==> config.mk <==
export PLATFORM = sky130hd
export DESIGN_NAME = port_status_poller_flat
export DESIGN_NICKNAME = d
export VERILOG_FILES = /design/src/rtl/port_status_poller_if.sv /design/src/rtl/port_status_poller.sv /design/src/flat_wrapper.sv
export SDC_FILE = /design/constraint.sdc
export NUM_CORES = 1
export LEC_CHECK = 0
export CAP_MARGIN = 30
export CORE_MARGIN = 4
export CORE_UTILIZATION = 43
export DETAILED_ROUTE_END_ITERATION = 8
export MAX_ROUTING_LAYER = met4
export PLACE_DENSITY = 0.76
export SLEW_MARGIN = 20
export SYNTH_ARGS = -nofsm -noshare
export SYNTH_HDL_FRONTEND = slang
export SYNTH_SLANG_ARGS = --single-unit
==> constraint.sdc <==
create_clock -name clock -period 2.4 [get_ports clock]
set_clock_uncertainty 0.2 [all_clocks]
set_input_delay 0.48 -clock clock [delete_from_list [all_inputs] [get_ports clock]]
set_output_delay 0.48 -clock clock [all_outputs]
set_load 0.02 [all_outputs]
==> src/rtl/port_status_poller_if.sv <==
// Poll/response bus between the poller and the downstream ports, plus the
// upstream status outputs and the valid/ready event channel to the hub controller.
interface port_status_poller_if #(
  parameter int NUM_PORTS    = 4,
  parameter int STATUS_WIDTH = 8
);
  localparam int IDX_W = $clog2(NUM_PORTS);

  logic [NUM_PORTS-1:0]              polling_clock;
  logic [NUM_PORTS-1:0]              poll_req;
  logic [NUM_PORTS-1:0]              poll_resp_valid;
  logic [NUM_PORTS*STATUS_WIDTH-1:0] poll_resp_data;
  logic [NUM_PORTS*STATUS_WIDTH-1:0] status_table;
  logic [NUM_PORTS-1:0]              change_bitmap;
  logic [NUM_PORTS-1:0]              timeout_err;
  logic                              evt_valid;
  logic [IDX_W-1:0]                  evt_port;
  logic [STATUS_WIDTH-1:0]           evt_status;
  logic                              evt_ready;

  modport master (
    input  polling_clock, poll_resp_valid, poll_resp_data, evt_ready,
    output poll_req, status_table, change_bitmap, timeout_err,
           evt_valid, evt_port, evt_status
  );

  modport slave (
    output polling_clock, poll_resp_valid, poll_resp_data, evt_ready,
    input  poll_req, status_table, change_bitmap, timeout_err,
           evt_valid, evt_port, evt_status
  );
endinterface

==> src/rtl/port_status_poller.sv <==
// Polls downstream ports on rising polling_clock strobes, keeps a status table,
// and reports status changes (including timeouts treated as disconnects) upstream.
module port_status_poller #(
  parameter int NUM_PORTS    = 4,
  parameter int STATUS_WIDTH = 8,
  parameter int RESP_TIMEOUT = 16
) (
  input logic                    clock,
  input logic                    reset,
  port_status_poller_if.master   bus
);
  localparam int IDX_W = $clog2(NUM_PORTS);
  localparam int CNT_W = $clog2(RESP_TIMEOUT);

  typedef enum logic [1:0] {IDLE, REQ, WAIT, REPORT} state_t;

  state_t                  state_reg;
  logic [NUM_PORTS-1:0]    strobe_prev_reg;
  logic [NUM_PORTS-1:0]    pending_reg;
  logic [NUM_PORTS-1:0]    poll_req_reg;
  logic [NUM_PORTS-1:0]    change_reg;
  logic [NUM_PORTS-1:0]    timeout_reg;
  logic [STATUS_WIDTH-1:0] table_reg [NUM_PORTS];
  logic [IDX_W-1:0]        port_reg;
  logic [CNT_W-1:0]        cnt_reg;
  logic                    evt_valid_reg;
  logic [IDX_W-1:0]        evt_port_reg;
  logic [STATUS_WIDTH-1:0] evt_status_reg;

  logic [NUM_PORTS-1:0]    rise;
  logic [NUM_PORTS-1:0]    clear_sel;
  logic                    sel_any;
  logic [IDX_W-1:0]        sel_idx;
  logic [STATUS_WIDTH-1:0] resp_word [NUM_PORTS];
  logic [STATUS_WIDTH-1:0] resp_cur;
  logic [STATUS_WIDTH-1:0] old_cur;
  logic                    resp_hit;
  logic                    timeout_hit;

  genvar gi;
  generate
    for (gi = 0; gi < NUM_PORTS; gi++) begin : g_port
      assign resp_word[gi] = bus.poll_resp_data[gi*STATUS_WIDTH +: STATUS_WIDTH];
      assign bus.status_table[gi*STATUS_WIDTH +: STATUS_WIDTH] = table_reg[gi];
    end
  endgenerate

  assign rise        = bus.polling_clock & ~strobe_prev_reg;
  assign sel_any     = |pending_reg;
  assign clear_sel   = (state_reg == IDLE && sel_any) ? (NUM_PORTS'(1) << sel_idx) : '0;
  assign resp_cur    = resp_word[port_reg];
  assign old_cur     = table_reg[port_reg];
  assign resp_hit    = bus.poll_resp_valid[port_reg];
  assign timeout_hit = (cnt_reg == CNT_W'(RESP_TIMEOUT - 1));

  // Lowest-index pending port wins.
  always_comb begin
    sel_idx = '0;
    for (int i = NUM_PORTS - 1; i >= 0; i--) begin
      if (pending_reg[i]) sel_idx = IDX_W'(i);
    end
  end

  always_ff @(posedge clock or posedge reset) begin
    if (reset) begin
      state_reg       <= IDLE;
      strobe_prev_reg <= '0;
      pending_reg     <= '0;
      poll_req_reg    <= '0;
      change_reg      <= '0;
      timeout_reg     <= '0;
      port_reg        <= '0;
      cnt_reg         <= '0;
      evt_valid_reg   <= 1'b0;
      evt_port_reg    <= '0;
      evt_status_reg  <= '0;
      for (int i = 0; i < NUM_PORTS; i++) table_reg[i] <= '0;
    end else begin
      strobe_prev_reg <= bus.polling_clock;
      // A new edge on the port being selected re-arms it, so no strobe is lost.
      pending_reg     <= (pending_reg & ~clear_sel) | rise;

      case (state_reg)
        IDLE: begin
          if (sel_any) begin
            port_reg     <= sel_idx;
            poll_req_reg <= clear_sel;
            state_reg    <= REQ;
          end
        end
        REQ: begin
          poll_req_reg <= '0;
          cnt_reg      <= '0;
          state_reg    <= WAIT;
        end
        WAIT: begin
          if (resp_hit) begin
            table_reg[port_reg]   <= resp_cur;
            timeout_reg[port_reg] <= 1'b0;
            if (resp_cur != old_cur) begin
              change_reg[port_reg] <= 1'b1;
              evt_valid_reg        <= 1'b1;
              evt_port_reg         <= port_reg;
              evt_status_reg       <= resp_cur;
              state_reg            <= REPORT;
            end else begin
              state_reg <= IDLE;
            end
          end else if (timeout_hit) begin
            // Silent port is treated as disconnected.
            table_reg[port_reg]   <= '0;
            timeout_reg[port_reg] <= 1'b1;
            if (old_cur != '0) begin
              change_reg[port_reg] <= 1'b1;
              evt_valid_reg        <= 1'b1;
              evt_port_reg         <= port_reg;
              evt_status_reg       <= '0;
              state_reg            <= REPORT;
            end else begin
              state_reg <= IDLE;
            end
          end else begin
            cnt_reg <= cnt_reg + 1'b1;
          end
        end
        REPORT: begin
          if (bus.evt_ready) begin
            change_reg[port_reg] <= 1'b0;
            evt_valid_reg        <= 1'b0;
            evt_port_reg         <= '0;
            evt_status_reg       <= '0;
            state_reg            <= IDLE;
          end
        end
        default: state_reg <= IDLE;
      endcase
    end
  end

  assign bus.poll_req      = poll_req_reg;
  assign bus.change_bitmap = change_reg;
  assign bus.timeout_err   = timeout_reg;
  assign bus.evt_valid     = evt_valid_reg;
  assign bus.evt_port      = evt_port_reg;
  assign bus.evt_status    = evt_status_reg;
endmodule
==> src/flat_wrapper.sv <==
// flat-port wrapper written by rule: the top's interface ports become plain ports
module port_status_poller_flat 
#(
  parameter int NUM_PORTS    = 4,
  parameter int STATUS_WIDTH = 8,
  parameter int RESP_TIMEOUT = 16
)
  (clock, reset, bus_polling_clock, bus_poll_resp_valid, bus_poll_resp_data, bus_evt_ready, bus_poll_req, bus_status_table, bus_change_bitmap, bus_timeout_err, bus_evt_valid, bus_evt_port, bus_evt_status);
  port_status_poller_if #(.NUM_PORTS(NUM_PORTS), .STATUS_WIDTH(STATUS_WIDTH)) bus_i ();
  input logic clock;
  input logic reset;
  input wire logic [$bits(bus_i.polling_clock)-1:0] bus_polling_clock;
  input wire logic [$bits(bus_i.poll_resp_valid)-1:0] bus_poll_resp_valid;
  input wire logic [$bits(bus_i.poll_resp_data)-1:0] bus_poll_resp_data;
  input wire logic [$bits(bus_i.evt_ready)-1:0] bus_evt_ready;
  output wire logic [$bits(bus_i.poll_req)-1:0] bus_poll_req;
  output wire logic [$bits(bus_i.status_table)-1:0] bus_status_table;
  output wire logic [$bits(bus_i.change_bitmap)-1:0] bus_change_bitmap;
  output wire logic [$bits(bus_i.timeout_err)-1:0] bus_timeout_err;
  output wire logic [$bits(bus_i.evt_valid)-1:0] bus_evt_valid;
  output wire logic [$bits(bus_i.evt_port)-1:0] bus_evt_port;
  output wire logic [$bits(bus_i.evt_status)-1:0] bus_evt_status;
  assign bus_i.polling_clock = bus_polling_clock;
  assign bus_i.poll_resp_valid = bus_poll_resp_valid;
  assign bus_i.poll_resp_data = bus_poll_resp_data;
  assign bus_i.evt_ready = bus_evt_ready;
  assign bus_poll_req = bus_i.poll_req;
  assign bus_status_table = bus_i.status_table;
  assign bus_change_bitmap = bus_i.change_bitmap;
  assign bus_timeout_err = bus_i.timeout_err;
  assign bus_evt_valid = bus_i.evt_valid;
  assign bus_evt_port = bus_i.evt_port;
  assign bus_evt_status = bus_i.evt_status;
  port_status_poller #(.NUM_PORTS(NUM_PORTS), .STATUS_WIDTH(STATUS_WIDTH), .RESP_TIMEOUT(RESP_TIMEOUT)) u_core (.clock(clock), .reset(reset), .bus(bus_i));
endmodule
==> Yosys cells after proc, flatten, opt, wreduce, memory -nomap -nowiden <==
Index checks and enable logic that the tools add are counted.
{ "classes": {"shift": 1, "eq_ne": 12, "n_addsub": 1, "n_lt_le_gt_ge": 4, "n_mux": 57, "bitwise": 13, "reduce_logical": 16} }
{ "ops": {"columns": ["cell", "n"], "rows": [
  ["two-way mux 8 bit", 10],
  ["two-way mux 32 bit", 2],
  ["two-way mux 4 bit", 11],
  ["AND 32 bit", 1],
  ["binary-select mux 8 bit (select 2 bit)", 2],
  ["bitwise mux 32 bit", 1],
  ["NOT 32 bit", 1],
  ["two-way mux 2 bit", 14],
  ["one-hot mux 4 bit (2 select lines)", 3],
  ["AND 4 bit", 4],
  ["demux 8 bit (select 2 bit)", 1],
  ["one-hot mux 8 bit (2 select lines)", 1],
  ["NOT 4 bit", 3],
  ["OR 4 bit", 3],
  ["inequality test 8 bit", 1],
  ["one-hot mux 2 bit (4 select lines)", 1],
  ["nonzero test 2 bit", 4],
  ["nonzero test 8 bit", 1],
  ["two-way mux 1 bit", 7],
  ["inequality test 2 bit (second input constant)", 3],
  ["inequality test 3 x 1 -> 1 bit (second input constant)", 2],
  ["AND reduction 2 bit", 3],
  ["AND reduction 3 bit", 2],
  ["AND reduction 5 bit", 1],
  ["19 further kinds", 22]
]} }
{ "totals": {"output_inout_bits": 55, "wordCells": 119, "regBits": 71, "input_bits": 43} }

==> Longest topological paths before layout <==
{ "logic_depth": {"depth_word": 9, "mapped_depth": 9, "mapped_depth_nobuf": 8} }

==> Worst setup path before layout <==
No wires, ideal clock.
{ "synth_path": {"path_type": "reg-to-reg", "from": "register u_core.port_reg[0]", "to": "register with a tool-made name", "t_arrival_ns": 2.288, "slack_ns": -0.213, "stages_incl_launch_ff": 10, "synth_period_minus_slack_ns": 2.613, "n_path_buf": 3, "path_cell_list": "dfrtp_1 -> buf_6 -> buf_6 -> mux4_2 -> xnor2_1 -> nand4_1 -> nor3_2 -> buf_6 -> nor3_1 -> mux2_4"} }
{ "synth_rtl": {"columns": ["element", "line_no", "source"], "rows": [
  ["start: declaration", "port_status_poller.sv:24", "logic [IDX_W-1:0] port_reg;"],
  ["start signal: assignment", "port_status_poller.sv:86", "port_reg <= sel_idx;"]
]} }

==> flow_metrics.env <==
export IMPL_outcome="finished with violations"
export IMPL_violations="setup timing"
export IMPL_setup_ws_ns=-0.4426
export IMPL_async_reset_ff_share_pct=100.0
export IMPL_avgSynthCellArea_um2=10.99
export IMPL_hold_viol_final=0
export IMPL_dpl_hpwl_um=7378
export IMPL_yosys_warnings=0
export IMPL_fillCellCount=468
export IMPL_synth_cell_types=40
export IMPL_worstMarginPinSlew_ns=0.3910
export IMPL_crit_path_max_fanout=7
export IMPL_layout_common_cells="clkdlybuf4s50_1, dfrtp_1, buf_4"
export IMPL_r2r_start="u_core.port_reg[0]"
export IMPL_grt_setup_unrepaired="true"
export IMPL_clk_latency_ns=0.36
export IMPL_diodes=0
export IMPL_cpMostUsedCell="buf_6"
export IMPL_path_class="reg2reg"
export IMPL_final_common_cell="clkdlybuf4s50_1"
export IMPL_wl_per_cell_um=18.75
export IMPL_maxCapViolCount=0
export IMPL_io_pins=98
export IMPL_fp_dieW_um=97.44
export IMPL_drt_total_wl_um=11220
export IMPL_holdCritStartpoint="u_core.strobe_prev_reg[1]"
export IMPL_slew_viol_final=0
export IMPL_synth_yosys_seq_area_share_pct=51.66
export IMPL_synth_cells=313
export IMPL_core_area_um2=7767
export IMPL_dpl_cell_area_um2=5022
export IMPL_area_growth_pct=67.66
export IMPL_syn_nets=361
export IMPL_nets=539
export IMPL_htree_levels=3
export IMPL_required_ns=2.44
export IMPL_peakVddDrop_v=0.0007168
export IMPL_whs_ns=0.2157
export IMPL_die_height_um=97.44
export IMPL_clk_pin_slew_worst_paths_ns=0.08
export IMPL_path_cells="buf_6, buf_12, mux4_2, buf_6, xnor2_2, nand4_1, nor3_2, buf_6, nor4b_4, mux2_4"
export IMPL_grt_pass1_wl_um=16170
export IMPL_ys_ff_latch=71
export IMPL_via_per_inst=5.487
export IMPL_antenna_found_initial=0
export IMPL_final_cell_count_no_fill=598
export IMPL_slowest_stage="mux4_2"
export IMPL_reg2reg_slack_ns=-0.44
export IMPL_synthesis_area_um2=3440
export IMPL_numPortBuffers=97
export IMPL_vias=3281
export IMPL_clk_path_buf_depth=2
export IMPL_fmax_mhz=351.8
export IMPL_reg2reg_depth=10
export IMPL_numCtsBuffers=9
export IMPL_first_pass_iters=5
export IMPL_post_place_cells=567
export IMPL_die_area_um2=9494
export IMPL_hold_end="u_core.pending_reg[1]"
export IMPL_period_needed_ns=2.843
export IMPL_hold_depth=1
export IMPL_grt_ovfl_total=0
export IMPL_finalSetupViolations=33
export IMPL_synth_ff_type="dfrtp_1"
export IMPL_drc=0
export IMPL_first_iter_violations=189
export IMPL_start_kind="flop"
export IMPL_postCtsHoldBufs=0
export IMPL_hold_class="reg2reg"
export IMPL_drive_gt1_share_pct=34.68
export IMPL_end_kind="flop"
export IMPL_fin_area_um2=5767
export IMPL_grt_pass1_vias=3256
export IMPL_slew_headroom_pct=73.93
export IMPL_cts_sinks=71
export IMPL_power_density_nw_per_um2=1473
export IMPL_start_util_pct=44.28
export IMPL_gp_congestion=0.8774
export IMPL_max_stage_delay_ns=0.55
export IMPL_antenna_left=0
export IMPL_synth_edff_count=0
export IMPL_power_uw=8496
export IMPL_grt_max_degree=72
export IMPL_cts_root_buffer="clkbuf_8"
export IMPL_cp_arrival_ns=2.89
export IMPL_std_cell_rows=32
export IMPL_cts_tree="built"
export IMPL_grt_use_total_pct=22.08
export IMPL_post_route_period_util_pct=118.4
export IMPL_leakagePower_uw=0.002509
-- cells by family (layout without fill, tap and decap cells) --
logic type,count (synthesis),count (layout),synth area share [%]
AOI/OAI and AO/OA,85,85,15.24
xor gates and xnor gates,8,8,2.037
adders and majority gates,5,5,1.819
buffers and inverters,32,215,4.474
DFF,71,71,51.66
muxes,24,24,13.57
and+or+nand+nor,88,88,11.20
-- area by class of cell --
| class | instances | area (µm²) | area share [%] |
|---|---|---|---|
| inverter | 15 | 60.06 | 1.041 |
| tap | 102 | 127.6 | 2.213 |
| timing repair buffer | 184 | 1838 | 31.87 |
| sequential | 71 | 1778 | 30.83 |
| clock buffer | 9 | 123.9 | 2.148 |
| multi-input combinational | 210 | 1790 | 31.05 |
| clock inverter | 7 | 48.80 | 0.8462 |
-- repair_timing --
action | in CTS | in global routing
pin swaps | 7 | 14
gates resized for setup | 27 | 95
setup buffers | 4 | 7
endpoints found under the setup margin | 35 | 55
gates cloned | 0 | 4
-- cells in the mapped netlist (2+ instances only) --
cell type  number  area (µm²)
dfrtp_1        71        1777
nand2_1        58       217.7
o21ai_0        53       265.3
mux4_2         17       382.9
inv_1          15       56.30
nor2_1         11       41.29
clkbuf_1        9       33.78
o41ai_1         9       78.83
xnor2_1         8       70.07
a21oi_1         5       25.02
ha_1            5       62.56
buf_6           4       45.04
buf_2           3       15.01
mux2_2          3       33.78
nand3b_1        3       22.52
nand4_1         3       18.77
nor4_1          3       18.77
o21a_1          3       22.52
a31o_1          2       17.52
a32o_1          2       20.02
mux2_4          2       30.03
mux2i_1         2       20.02
nand3_1         2       10.01
nor3_1          2       10.01
nor4b_1         2       17.52
o22ai_1         2       12.51
-- per-layer routing --
metal  up-vias  routed length, µm  global-route usage (%)
met3        30                504                   3.877
met2       123               5651                   34.69
met1      1629               4680                   27.85
met4         0                379                   10.54
li1       1499                  -                       -
met5         -                  0                       -
-- per-stage QoR --
step / setup TNS [ns] / util (%) / setup WS [ns]
finish: -7.105 / 74.24 / -0.4426
global route: -9.946 / 74.24 / -0.4889
CTS: -3.842 / 69.01 / -0.2646
detailed placement: -13.67 / 64.66 / -0.5272
global placement: -12.65 / 64.66 / -0.4869
floorplan: -1.673 / - / -0.1975
-- power breakdown --
part / switching [µW] / internal (µW)
logic: 2760 / 2890
registers: 320 / 1660
clock network: 487 / 374
total: 3570 / 4930
-- critical path: cells and delay by family, from the launching register on --
family,cells,cell delay [ns]
muxes,2,0.85
and+or+nand+nor,3,0.41
xor gates and xnor gates,1,0.17
buffers and inverters,4,0.65
DFF,1,0.44
-- worst max-delay path by stage --
stage               slack, ns                        to  cells after the start              startpoint
finish                  -0.44                      flop                     10      u_core.port_reg[0]
detailed placement      -0.53                      flop                      8  bus_poll_resp_data[28]
CTS                     -0.26                      flop                      8      u_core.port_reg[0]
global route            -0.49  u_core.bus.evt_status[2]                     11      u_core.port_reg[0]
floorplan               -0.20                      flop                      9      u_core.port_reg[0]
global placement        -0.49                      flop                      8  bus_poll_resp_data[17]
Power figures use the tool's default switching activity.
